`src/rtl/snac_db15_scanner.sv`:
```
// SNAC DB15 adapter scanner: drives load/clock to the adapter, deserialises two
// 12-button pads, debounces across consecutive scans and presents MiSTer-layout words.
module snac_db15_scanner #(
   parameter int unsigned CLK_DIV   = 48,
   parameter int unsigned FRAME_GAP = 950
) (
   input  logic        clk_sys,
   input  logic        reset_n,
   input  logic        enable,
   input  logic        joy_data,
   output logic        joy_clk,
   output logic        joy_load,
   output logic [15:0] joystick1,
   output logic [15:0] joystick2,
   output logic        scan_done
);

   localparam int unsigned DIV_W = $clog2(CLK_DIV);
   localparam int unsigned GAP_W = (FRAME_GAP > 1) ? $clog2(FRAME_GAP) : 1;
   localparam int unsigned NBITS = 24;
   localparam int unsigned BIT_W = 5;

   localparam logic [DIV_W-1:0] DIV_LAST = DIV_W'(CLK_DIV - 1);
   localparam logic [GAP_W-1:0] GAP_LAST = GAP_W'(FRAME_GAP - 1);
   localparam logic [BIT_W-1:0] BIT_LAST = BIT_W'(NBITS - 1);

   typedef enum logic [2:0] {
      ST_DISABLED,
      ST_LOAD,
      ST_SETTLE,
      ST_SHIFT_LO,
      ST_SHIFT_HI,
      ST_COMMIT,
      ST_GAP
   } state_t;

   state_t             state;
   state_t             state_next;
   logic               clk_next;
   logic               load_next;
   logic               done_next;

   logic [1:0]         data_sync;
   logic               pressed;
   logic [DIV_W-1:0]   div_cnt;
   logic               tick;
   logic [GAP_W-1:0]   gap_cnt;
   logic [BIT_W-1:0]   bit_cnt;
   logic [NBITS-1:0]   raw;
   logic [NBITS-1:0]   prev;

   // Serial order Up,Down,Left,Right,B1..B6,Start,Select -> MiSTer joystick layout
   function automatic logic [15:0] map_player(input logic [11:0] p);
      return {4'b0000, p[11], p[10], p[9:4], p[0], p[1], p[2], p[3]};
   endfunction

   // Adapter data is asynchronous; wire low means pressed
   always_ff @(posedge clk_sys or negedge reset_n) begin
      if (!reset_n) begin
         data_sync <= 2'b11;
      end else begin
         data_sync <= {data_sync[0], joy_data};
      end
   end

   assign pressed = ~data_sync[1];

   // Tick divider; parked at 0 while disabled and during COMMIT so GAP gets whole ticks
   always_ff @(posedge clk_sys or negedge reset_n) begin
      if (!reset_n) begin
         div_cnt <= '0;
      end else if (!enable || state == ST_COMMIT || tick) begin
         div_cnt <= '0;
      end else begin
         div_cnt <= div_cnt + DIV_W'(1);
      end
   end

   assign tick = (div_cnt == DIV_LAST);

   always_ff @(posedge clk_sys or negedge reset_n) begin
      if (!reset_n) begin
         state     <= ST_DISABLED;
         joy_clk   <= 1'b1;
         joy_load  <= 1'b1;
         scan_done <= 1'b0;
      end else begin
         state     <= state_next;
         joy_clk   <= clk_next;
         joy_load  <= load_next;
         scan_done <= done_next;
      end
   end

   always_comb begin
      state_next = state;
      case (state)
         ST_DISABLED: if (tick) state_next = ST_LOAD;
         ST_LOAD:     if (tick) state_next = ST_SETTLE;
         ST_SETTLE:   if (tick) state_next = ST_SHIFT_LO;
         ST_SHIFT_LO: if (tick) state_next = ST_SHIFT_HI;
         ST_SHIFT_HI: begin
            if (tick) begin
               state_next = (bit_cnt == BIT_LAST) ? ST_COMMIT : ST_SHIFT_LO;
            end
         end
         ST_COMMIT:   state_next = ST_GAP;
         ST_GAP:      if (tick && gap_cnt == GAP_LAST) state_next = ST_LOAD;
         default:     state_next = ST_DISABLED;
      endcase
      // Dropping enable aborts from anywhere, without a scan_done pulse
      if (!enable) begin
         state_next = ST_DISABLED;
      end
      clk_next  = (state_next != ST_SHIFT_LO);
      load_next = (state_next != ST_LOAD);
      done_next = (state_next == ST_COMMIT);
   end

   // Shift capture, debounce against the previous scan and output update
   always_ff @(posedge clk_sys or negedge reset_n) begin
      if (!reset_n) begin
         bit_cnt   <= '0;
         gap_cnt   <= '0;
         raw       <= '0;
         prev      <= '0;
         joystick1 <= '0;
         joystick2 <= '0;
      end else if (!enable) begin
         bit_cnt   <= '0;
         gap_cnt   <= '0;
         raw       <= '0;
         prev      <= '0;
         joystick1 <= '0;
         joystick2 <= '0;
      end else begin
         case (state)
            ST_LOAD: begin
               bit_cnt <= '0;
            end
            ST_SHIFT_LO: begin
               if (tick) begin
                  raw[bit_cnt] <= pressed;
               end
            end
            ST_SHIFT_HI: begin
               if (tick && bit_cnt != BIT_LAST) begin
                  bit_cnt <= bit_cnt + BIT_W'(1);
               end
            end
            ST_COMMIT: begin
               bit_cnt <= '0;
               gap_cnt <= '0;
               prev    <= raw;
               if (raw == '1) begin
                  joystick1 <= '0;
                  joystick2 <= '0;
               end else if (raw == prev) begin
                  joystick1 <= map_player(raw[11:0]);
                  joystick2 <= map_player(raw[23:12]);
               end
            end
            ST_GAP: begin
               if (tick) begin
                  gap_cnt <= (gap_cnt == GAP_LAST) ? '0 : gap_cnt + GAP_W'(1);
               end
            end
            default: begin
            end
         endcase
      end
   end

endmodule
```
`config.mk`:
```
export PLATFORM = sky130hd
export DESIGN_NAME = snac_db15_scanner
export DESIGN_NICKNAME = d
export VERILOG_FILES = /design/src/rtl/snac_db15_scanner.sv
export SDC_FILE = /design/constraint.sdc
export NUM_CORES = 1
export LEC_CHECK = 0
export ABC_AREA = 1
export BUFFER_PORTS_ARGS = -buffer_cell sky130_fd_sc_hd__buf_2
export CAP_MARGIN = 10
export CORE_AREA = 2 2 105 107
export DETAILED_ROUTE_END_ITERATION = 6
export DIE_AREA = 0 0 107 109
export GPL_TIMING_DRIVEN = 0
export PLACE_DENSITY = 0.76
export SETUP_SLACK_MARGIN = 0.3
export SYNTH_ARGS = -nofsm -noshare
export SYNTH_HDL_FRONTEND = slang
export SYNTH_SLANG_ARGS = --single-unit
```
`constraint.sdc`:
```
create_clock -name clk_sys -period 2.2 [get_ports clk_sys]
set_input_delay 0.22 -clock clk_sys [delete_from_list [all_inputs] [get_ports clk_sys]]
set_output_delay 0.22 -clock clk_sys [all_outputs]
set_load 0.01 [all_outputs]
```
; ---- After elaboration in Yosys (flattened, before gate mapping)
; Index checks and enable logic that the tools add are counted.
[totals]
latchBits = 0
reg_bits = 109
in_bits = 4
ramBits = 0
rom_bits = 0
mem_count = 0
[classes]
shift = 0
mux = 33
div_mod_pow = 0
eq_ne = 23
bitwise_logic = 1
reduce_logical = 12
mul = 0
add_sub_neg = 3
magnitude_cmp = 2
[ops]
columns = operator, n
row1 = 2-to-1 mux 16 bit, 8
row2 = 2-to-1 mux 24 bit, 5
row3 = 2-to-1 mux 10 bit, 3
row4 = bitwise mux 24 bit, 1
row5 = == test 24 bit, 1
row6 = == test 24 bit (second input constant), 1
row7 = 2-to-1 mux 3 bit, 8
row8 = case mux 3 bit (7 select lines), 1
row9 = case mux 10 bit (2 select lines), 1
row10 = == test 3 bit (second input constant), 4
row11 = adder 10 x 1 -> 10 bit (second input constant), 1
row12 = == test 10 bit (second input constant), 1
row13 = 2-to-1 mux 5 bit, 2
row14 = case mux 5 bit (2 select lines), 1
row15 = != test 3 x 1 -> 1 bit (second input constant), 3
row16 = AND reduction 2 bit, 4
row17 = adder 6 x 1 -> 6 bit (second input constant), 1
row18 = == test 3 x 2 -> 1 bit (second input constant), 2
row19 = == test 6 bit (second input constant), 1
row20 = < comparator 5 x 6 -> 1 bit (second input constant), 1
row21 = 2-to-1 mux 6 bit, 1
row22 = != test 2 x 1 -> 1 bit (second input constant), 3
row23 = != test 3 x 2 -> 1 bit (second input constant), 2
row24 = != test 3 bit (second input constant), 2
row25 = 13 further kinds, 16

; ---- Logic depth before layout (Yosys ltp)
; Gate-level depths: netlist of run 1.
[depth]
ltp_word = 8
ltp_mapped = 12

; ---- Worst setup path before layout of run 1
; OpenSTA, ideal clock, no wires.
[synth_path]
path_kind = register to register
start = register div_cnt[0]
end = register state[2]
stages_incl_launch_ff = 9
n_path_buf = 0
t_required_ns = 2.080
synth_period_minus_slack_ns = 1.544
setup_slack_ns = 0.656
t_arrival_ns = 1.425
setup_time_ns = 0.120
cell_sequence = dfrtp_1 ha_1 nand3_1 nor2_4 nand2_4 inv_2 or2_2 o21ai_0 inv_1
[synth_via]
elab_chain_cells = 5
[synth_lines]
columns = element, line_no
row1 = start: declaration, 45  ; logic [DIV_W-1:0] div_cnt;
row2 = start signal: assignment, 75  ; div_cnt <= div_cnt + DIV_W'(1);
row3 = == test 6 bit (*), 79  ; assign tick = (div_cnt == DIV_LAST);
row4 = logical AND 1 bit, 108  ; ST_GAP: if (tick && gap_cnt == GAP_LAST) state_next = ST_LOAD;
row5 = 2-to-1 mux 3 bit, 108
row6 = case mux 3 bit (7 select lines) (*), 97  ; case (state)
row7 = 2-to-1 mux 3 bit (*), 112  ; if (!enable) begin
row8 = named net state_next[2], 38  ; state_t state_next;
row9 = end signal: assignment, 88  ; state <= state_next;
row10 = end: declaration, 37  ; state_t state;
; Mark *: on every way through the listed nets, which the timed path passes. The rest lies on a longest branch.
; A chain may end at the register's enable or synchronous reset.

; ---- Final worst setup path of run 1
[layout_path]
start = register div_cnt[0]
end = register raw[6]
[layout_via]
elab_chain_cells = 3
[layout_lines]
columns = element, line_no
row1 = == test 6 bit, 79
row2 = != test 2 x 1 -> 1 bit (no source line), n/a
row3 = AND reduction 2 bit (no source line), n/a
row4 = end signal: indexed assignment, 143  ; raw[bit_cnt] <= pressed;
row5 = end: declaration, 49  ; logic [NBITS-1:0] raw;
; Every way passes these cells.

==> summary.md, run 1 <==
| Metric | Value |
|---|---|
| HPWL after DPL | `between 8 and 9 mm` |
| Post-synthesis sequential area ratio | `0.473` |
| CTS root buf | `clkbuf_8` |
| Yosys reg bits | `101` |
| Commonest non-fill, non-tap cell in the layout | `nand2_1` |
| Worst path slowest cell | `dfrtp_1` |
| Max-slew headroom | `0.647` |
| Max FO, Critical Path | `10` |
| Initial DRC count | `252` |
| Initial Util | `0.505` |
| Avg WL per Cell | `13.1 µm` |
| Maximum Capacitance Violations | `0` |
| Leakage power | `0.00311 µW` |
| Fin crit period | `1.75 ns` |
| Routed WL | `11.9 mm` |
| Syn_area_per_cell | `7.52 µm²` |
| Number of H-tree levels | `3` |
| Final critical-path share of the clock period | `0.796` |
| Setup WS post-layout | `between 0.4 and 0.5 ns` |
| Routed via count | `~4700` |
| Setup slack, reg-to-reg | `0.45 ns` |
| Worst path cell trace | `ha_1 -> nand3_2 -> nor2_4 -> nand2_4 -> inv_2 -> buf_6 -> nand3_1 -> o21ai_1 -> inv_1` |
| Clk buf depth | `2` |
| Layout cell share with drive strength beyond 1 | `0.144` |
| Most frequent cells in the layout | `nand2_1, dfrtp_1, inv_1, nor2_1, nand3_1` |
| Peak supply drop | `between 0.3 and 0.4 mV` |
| Vias in the first global route | `around 4500` |
| First-pass DRT Iterations | `5` |
| WS Path Type | `reg2reg` |
| Row cnt | `38` |
| Num CTS Buffers | `9` |
| Antenna diodes | `0` |
| I/O Buffers | `29` |
| Io pins | `39` |
| Global-route wire length before repair | `20.8 mm` |
| Placer's final routability congestion estimate | `~0.88` |
| Max Slew Vio Count | `0` |
| GR Util All Layers | `0.225` |
| Total core area | `10600 µm²` |
| Cell Area, Synth | `5350 µm²` |
| # setup viols final | `0` |
| Tightest Pin Transition | `0.529 ns` |
| Layout Skew | `between 0.009 and 0.01 ns` |
| Crit start category | `flip-flop` |
| GR met2 Demand/Resource | `0.389` |
| Layout area overhead | `11.9%` |
| Fin cells | `909` |
| Final Hold Vio Count | `0` |
| Pwr Density | `~540 nW/µm²` |
| Grt ovf | `0` |
| Pwr Total | `3230 µW` |
| CP required | `2.47 ns` |
| Worst Setup End Kind | `flip-flop` |
| GR Layer Usage met3 | `0.0305` |
| Mapped Cells | `~700` |
| Worst Path Arrival | `between 2 and 2.5 ns` |
| Die Width | `107 µm` |
| Max stage delay on crit path | `0.38 ns` |
| Unrepaired setup endpoints after global routing | `false` |
| CTS tree | `built` |
| Final ANT Viol Nets | `0` |
| YS warnings | `0` |
| GR peak layer | `met2` |
| Min-delay worst type | `in2reg` |
| Post-synthesis cell type count | `between 40 and 50` |
| Fmax | `571 MHz` |
| Die height | `109 µm` |
| Vias per cell | `approximately 5.2` |
| CTS sink cnt | `approximately 100` |
| Largest net degree at the start of global routing | `71` |
| Outcome | `complete, no violations` |
| # DRC | `0` |
| Skew-Pair Late Insertion Delay | `0.38 ns` |
| Count of nets after finishing | `775` |
| DP Worst Slack | `0.429 ns` |
| Reg clk slew, reported paths | `~0.09 ns` |
| Placed insts | `889` |
| Die Area | `between 10000 and 15000 µm²` |
| Initial antenna violation count | `0` |
| GR met1 Demand/Resource | `0.291` |
==> area by class of cell <==
class / instances / area [µm²]
inverter: 107 / 404
clock inverter: 1 / 30.0
clock buffer: 15 / 156
tap: 140 / 175
timing repair buffer: 34 / 210
multi-input combinational: 483 / 2300
sequential: 101 / 2530
fill: 951 / 4620
buffer: 28 / 180
==> cell families after synthesis <==
| kind of cell | count (synthesis) | share of synthesized area |
|---|---|---|
| AO/OA/AOI/OAI | 83 | 0.0900 |
| buffers and inverters | 135 | 0.109 |
| adder cells (fa/ha/maj) | 7 | 0.0164 |
| AND/OR/NAND/NOR | 381 | 0.304 |
| flip-flops | 101 | 0.473 |
| XOR/XNOR | 4 | 0.00655 |
| other | 1 | 0.000701 |
==> timing repair <==
action	in CTS	in global routing
setup endpoints to repair	0	30
resized for setup	0	11
hold endpoints to repair	32	0
hold buffers	2	0
setup buffers	0	2
==> worst max-delay path: cells and delay by family, from the launching register on <==
kind                     cells  cell delay [ns]
AND/OR/NAND/NOR              4             0.56
flip-flops                   1             0.38
buffers and inverters        3             0.34
adder cells (fa/ha/maj)      1             0.21
AO/OA/AOI/OAI                1             0.16
==> stage by stage <==
step	cell area, µm²	TNS, ns	utilization	hold WS (ns)
final	5990	0	0.565	0.271
after CTS	5940	0	0.560	0.252
after detailed placement	5730	0	0.540	0.197
after floorplan	5380	0	-	-0.0756
after global routing	5990	0	0.565	0.297
after global placement	5700	-10.40	0.538	0.325
==> cells in the mapped netlist <==
library cell	n	area share
xnor2_1	1	0.0016
xor2_1	3	0.0049
conb_1	1	0.00070
and3_1	1	0.0012
o31ai_1	1	0.0014
dfrtp_1	97	0.45
nand3b_1	1	0.0014
nor2_4	2	0.0042
nand4_1	9	0.011
nor3b_1	1	0.0014
ha_1	7	0.016
nand2_2	5	0.0058
o21bai_1	1	0.0014
clkinv_1	1	0.00070
nor4_1	1	0.0012
o21a_1	7	0.0098
or3_1	1	0.0012
inv_1	94	0.066
nand2_1	206	0.14
o21ai_4	1	0.0030
clkbuf_1	5	0.0035
inv_2	11	0.0077
buf_6	3	0.0063
nor2_1	78	0.055
a31oi_1	1	0.0012
nor3_2	2	0.0037
inv_4	1	0.0012
o21ai_1	10	0.0094
nand2_4	2	0.0042
nand3_1	53	0.050
buf_4	11	0.015
nor3_1	10	0.0094
nand3_2	1	0.0019
a21boi_0	1	0.0014
a21oi_1	16	0.015
dfstp_2	4	0.020
nor2_2	7	0.0082
o21ai_0	22	0.021
buf_2	9	0.0084
o22ai_1	23	0.027
or2_2	1	0.0012
==> sequential cells by signal (all words and copies together) (netlist names) <==
register   count
data_sync      2
div_cnt        6
prev          24
joy_load       1
joystick1     12
raw           24
gap_cnt       10
state          3
bit_cnt        5
joystick2     12
joy_clk        1
scan_done      1
==> worst paths after layout <==
check | end | start | depth (start not counted)
setup / recovery | raw[6] | div_cnt[0] | 9
hold / removal | raw[11] | enable | 5
setup reg to reg | raw[6] | div_cnt[0] | 9
hold reg to reg | data_sync[1] | data_sync[0] | 0
max in group asynchronous | joy_load | reset_n | 3
min in group asynchronous | joystick2[11] | reset_n | 2
==> report_power, final <==
| group | switching, µW | total, µW | internal [µW] |
|---|---|---|---|
| combinational | 130 | 181 | 50.5 |
| sequential | 9.08 | 1880 | 1870 |
| clock | 611 | 1170 | 561 |
| total | 750 | 3230 | 2480 |
==> metal layers <==
metal | vias to the layer above | wire, µm
met5 | - | 0
met4 | 0 | 255
met3 | 22 | 406
met2 | 114 | 5910
met1 | 2251 | 5340
li1 | 2335 | -
Power figures use the tool's default switching activity.
==> inputs of run 2 (changes only) <==
==> constraint.sdc (replaced) <==
create_clock -name clk_sys -period 1.8 [get_ports clk_sys]
set_input_delay 0.18 -clock clk_sys [delete_from_list [all_inputs] [get_ports clk_sys]]
set_output_delay 0.18 -clock clk_sys [all_outputs]
set_load 0.01 [all_outputs]
==> run 2 against run 1 <==
Effect of this change: fmax grew 1.0%; critical path depth is the same; non-clock buffer count grew 31; clock power grew 34%; sequential share of layout area shrank 4.5 points; power grew 28%; largest cell class is now multi-input combinational cells; cell count grew 3.5%; worst setup slack lost 0.38 ns; design area grew 12%; first-iteration DRC count grew 67%; via count grew 6.1%; register-to-register slack lost 0.38 ns.
==> summary.md, run 2 (synthesis results as in run 1) <==
| Metric | Value |
|---|---|
| Clock share of power | `0.378` |
| GR Util All Layers | `0.227` |
| Final Util | `0.635` |
| Count of nets after finishing | `just over 800` |
| Pwr Density | `615 nW/µm²` |
| Switching Fraction | `0.238` |
| Setup slack, reg-to-reg | `around 0.067 ns` |
| Die Area | `between 10000 and 15000 µm²` |
| Fill cells | `890` |
| Vias in the first global route | `4660` |
| Antenna diodes | `0` |
| Tightest Pin Transition | `~0.64 ns` |
| Routed via count | `between 5000 and 6000` |
| Maximum Capacitance Violations | `0` |
| Global-route wire length before repair | `21.0 mm` |
| CTS sink cnt | `101` |
| Peak supply drop | `just over 0.4 mV` |
| Biggest regs | `prev (24), raw (24)` |
| WS Path Type | `reg2reg` |
| First-pass DRT Iterations | `5` |
| Max-slew headroom | `0.574` |
| Initial DRC count | `421` |
| DP Area | `~5700 µm²` |
| Final critical-path share of the clock period | `0.963` |
| Die Width | `107 µm` |
| Worst path cell trace | `ha_4 -> nand3_4 -> nor2_4 -> nand2_4 -> inv_8 -> clkbuf_16 -> nand3_1 -> o21ai_1 -> inv_1` |
| Grt ovf | `0` |
| Comb pwr share | `0.066` |
| Clk buf depth | `2` |
| Hold slack | `0.237 ns` |
| Max stage delay on crit path | `around 0.4 ns` |
| Worst reg2reg path endpoint | `raw[9]` |
| Largest net degree at the start of global routing | `58` |
| Fmax | `577 MHz` |
| CP required | `2.07 ns` |
| I/O Buffers | `29` |
| Reg2reg start | `div_cnt[1]` |
| Fin crit period | `1.73 ns` |
| Final ANT Viol Nets | `0` |
| Layout Skew | `0.0183 ns` |
| Reg clk slew, reported paths | `0.10 ns` |
| Final Instance Area | `6730 µm²` |
| Max FO, Critical Path | `7` |
| Total core area | `10600 µm²` |
| Worst Hold Path Cells | `5` |
| Reg power frac | `0.555` |
| Vias per cell | `5.32` |
| # DRC | `0` |
| Internal power | `3150 µW` |
| Placer's final routability congestion estimate | `0.873` |
| Crit start category | `flip-flop` |
| Unrepaired setup endpoints after global routing | `true` |
| Avg WL per Cell | `14.5 µm` |
| Placed insts | `889` |
| Worst Setup End Kind | `flip-flop` |
| Worst path slowest cell | `dfrtp_1` |
| CTS root buf | `clkbuf_8` |
| Setup WS post-layout | `0.0668 ns` |
| # setup viols final | `0` |
| Most frequent cells in the layout | `nand2_1, dfrtp_1, inv_1, nor2_1, nand3_1` |
| Commonest non-fill, non-tap cell in the layout | `nand2_1` |
| Layout cell share with drive strength beyond 1 | `0.283` |
| Num CTS Buffers | `9` |
| Cells on worst reg2reg path | `9` |
| Hold Crit Start | `enable` |
| Routed WL | `13.7 mm` |
| Cell family with most CP delay | `simple AND/OR/NAND/NOR gates` |
| Initial antenna violation count | `0` |
| Die height | `about 110 µm` |
| Leakage power | `0.00342 µW` |
| Min-delay worst type | `in2reg` |
| Crit path launch | `div_cnt[1]` |
| Io pins | `39` |
| Row cnt | `38` |
| Layout area overhead | `25.7%` |
| CTS tree | `built` |
| Worst path depth | `9` |
| Outcome | `complete, no violations` |
| Worst Path Arrival | `about 2.0 ns` |
| Number of H-tree levels | `3` |
| Skew-Pair Late Insertion Delay | `0.38 ns` |
| Crit path buffers/inverters | `3` |
| Critical path destination | `raw[9]` |
| Final Hold Vio Count | `0` |
| Max Slew Vio Count | `0` |
| NetSw | `roughly 1000 µW` |
| DP Worst Slack | `0.0580 ns` |
| Initial Util | `0.505` |
| HPWL after DPL | `8.80 mm` |
| Fin cells | `~940` |
run 2: changes by cell type in the layout (fill, tap and decap cells not counted), moves of 10 or more:
cell     delta
nand2_1    -30
nand2_2    +24
buf_4      +19
buf_6      +12
nand3_1    -11
nor2_1     -11
nor2_4     +10
run 2: power groups by stage:
stage | Combinational [µW] | Sequential [µW] | Clock, µW
finish | 274 | 2300 | 1570
global route | 300 | 2300 | 1680
CTS | 244 | 2300 | 1590
detailed placement | 219 | 2340 | 0
global placement | 204 | 2340 | 0
floorplan | 123 | 2340 | 0
run 2: cell type report:
class | count | area [µm²] | area share
clock buffer | 12 | 135 | 0.0201
multi-input combinational | 484 | 2680 | 0.399
inverter | 107 | 418 | 0.0621
timing repair buffer | 65 | 494 | 0.0735
buffer | 28 | 206 | 0.0307
sequential | 101 | 2540 | 0.378
tap | 140 | 175 | 0.0260
clock inverter | 4 | 75.1 | 0.0112
run 2: metal layers:
layer / vias up / share of wire / global-route usage
li1: 2396 / - / -
met1: 2389 / 0.41 / 0.279
met2: 166 / 0.51 / 0.396
met3: 58 / 0.047 / 0.0412
met4: 0 / 0.037 / 0.0937
met5: - / 0 / 0
run 2: worst min-delay path by stage:
stage,to,slack (ns)
CTS,raw[11],0.22
finish,raw[11],0.24
global route,raw[11],0.24
detailed placement,joystick2[2],0.23
global placement,data_sync[0],0.28
floorplan,bit_cnt[0],-0.12
run 2: tightest hold or removal path: stages:
cell and delay (ns):
buf_4 0.16, nand2_1 0.09, nand2_1 0.05, o21ai_1 0.06, inv_1 0.04
run 2: metrics by stage:
| step | TNS (ns) | total power, µW |
|---|---|---|
| final | 0 | 4140 |
| after global routing | 0 | 4280 |
| after CTS | 0 | 4130 |
| after detailed placement | 0 | 2560 |
| after global placement | -46.14 | 2540 |
| after floorplan | 0 | 2460 |
run 2: repair_timing:
action / CTS / global route
gates cloned: 4 / 2
setup endpoints to repair: 75 / 92
hold buffers: 2 / 0
pin swaps: 8 / 23
buffers inserted: 16 / 12
hold endpoints to repair: 41 / 0
gates resized for setup: 56 / 95
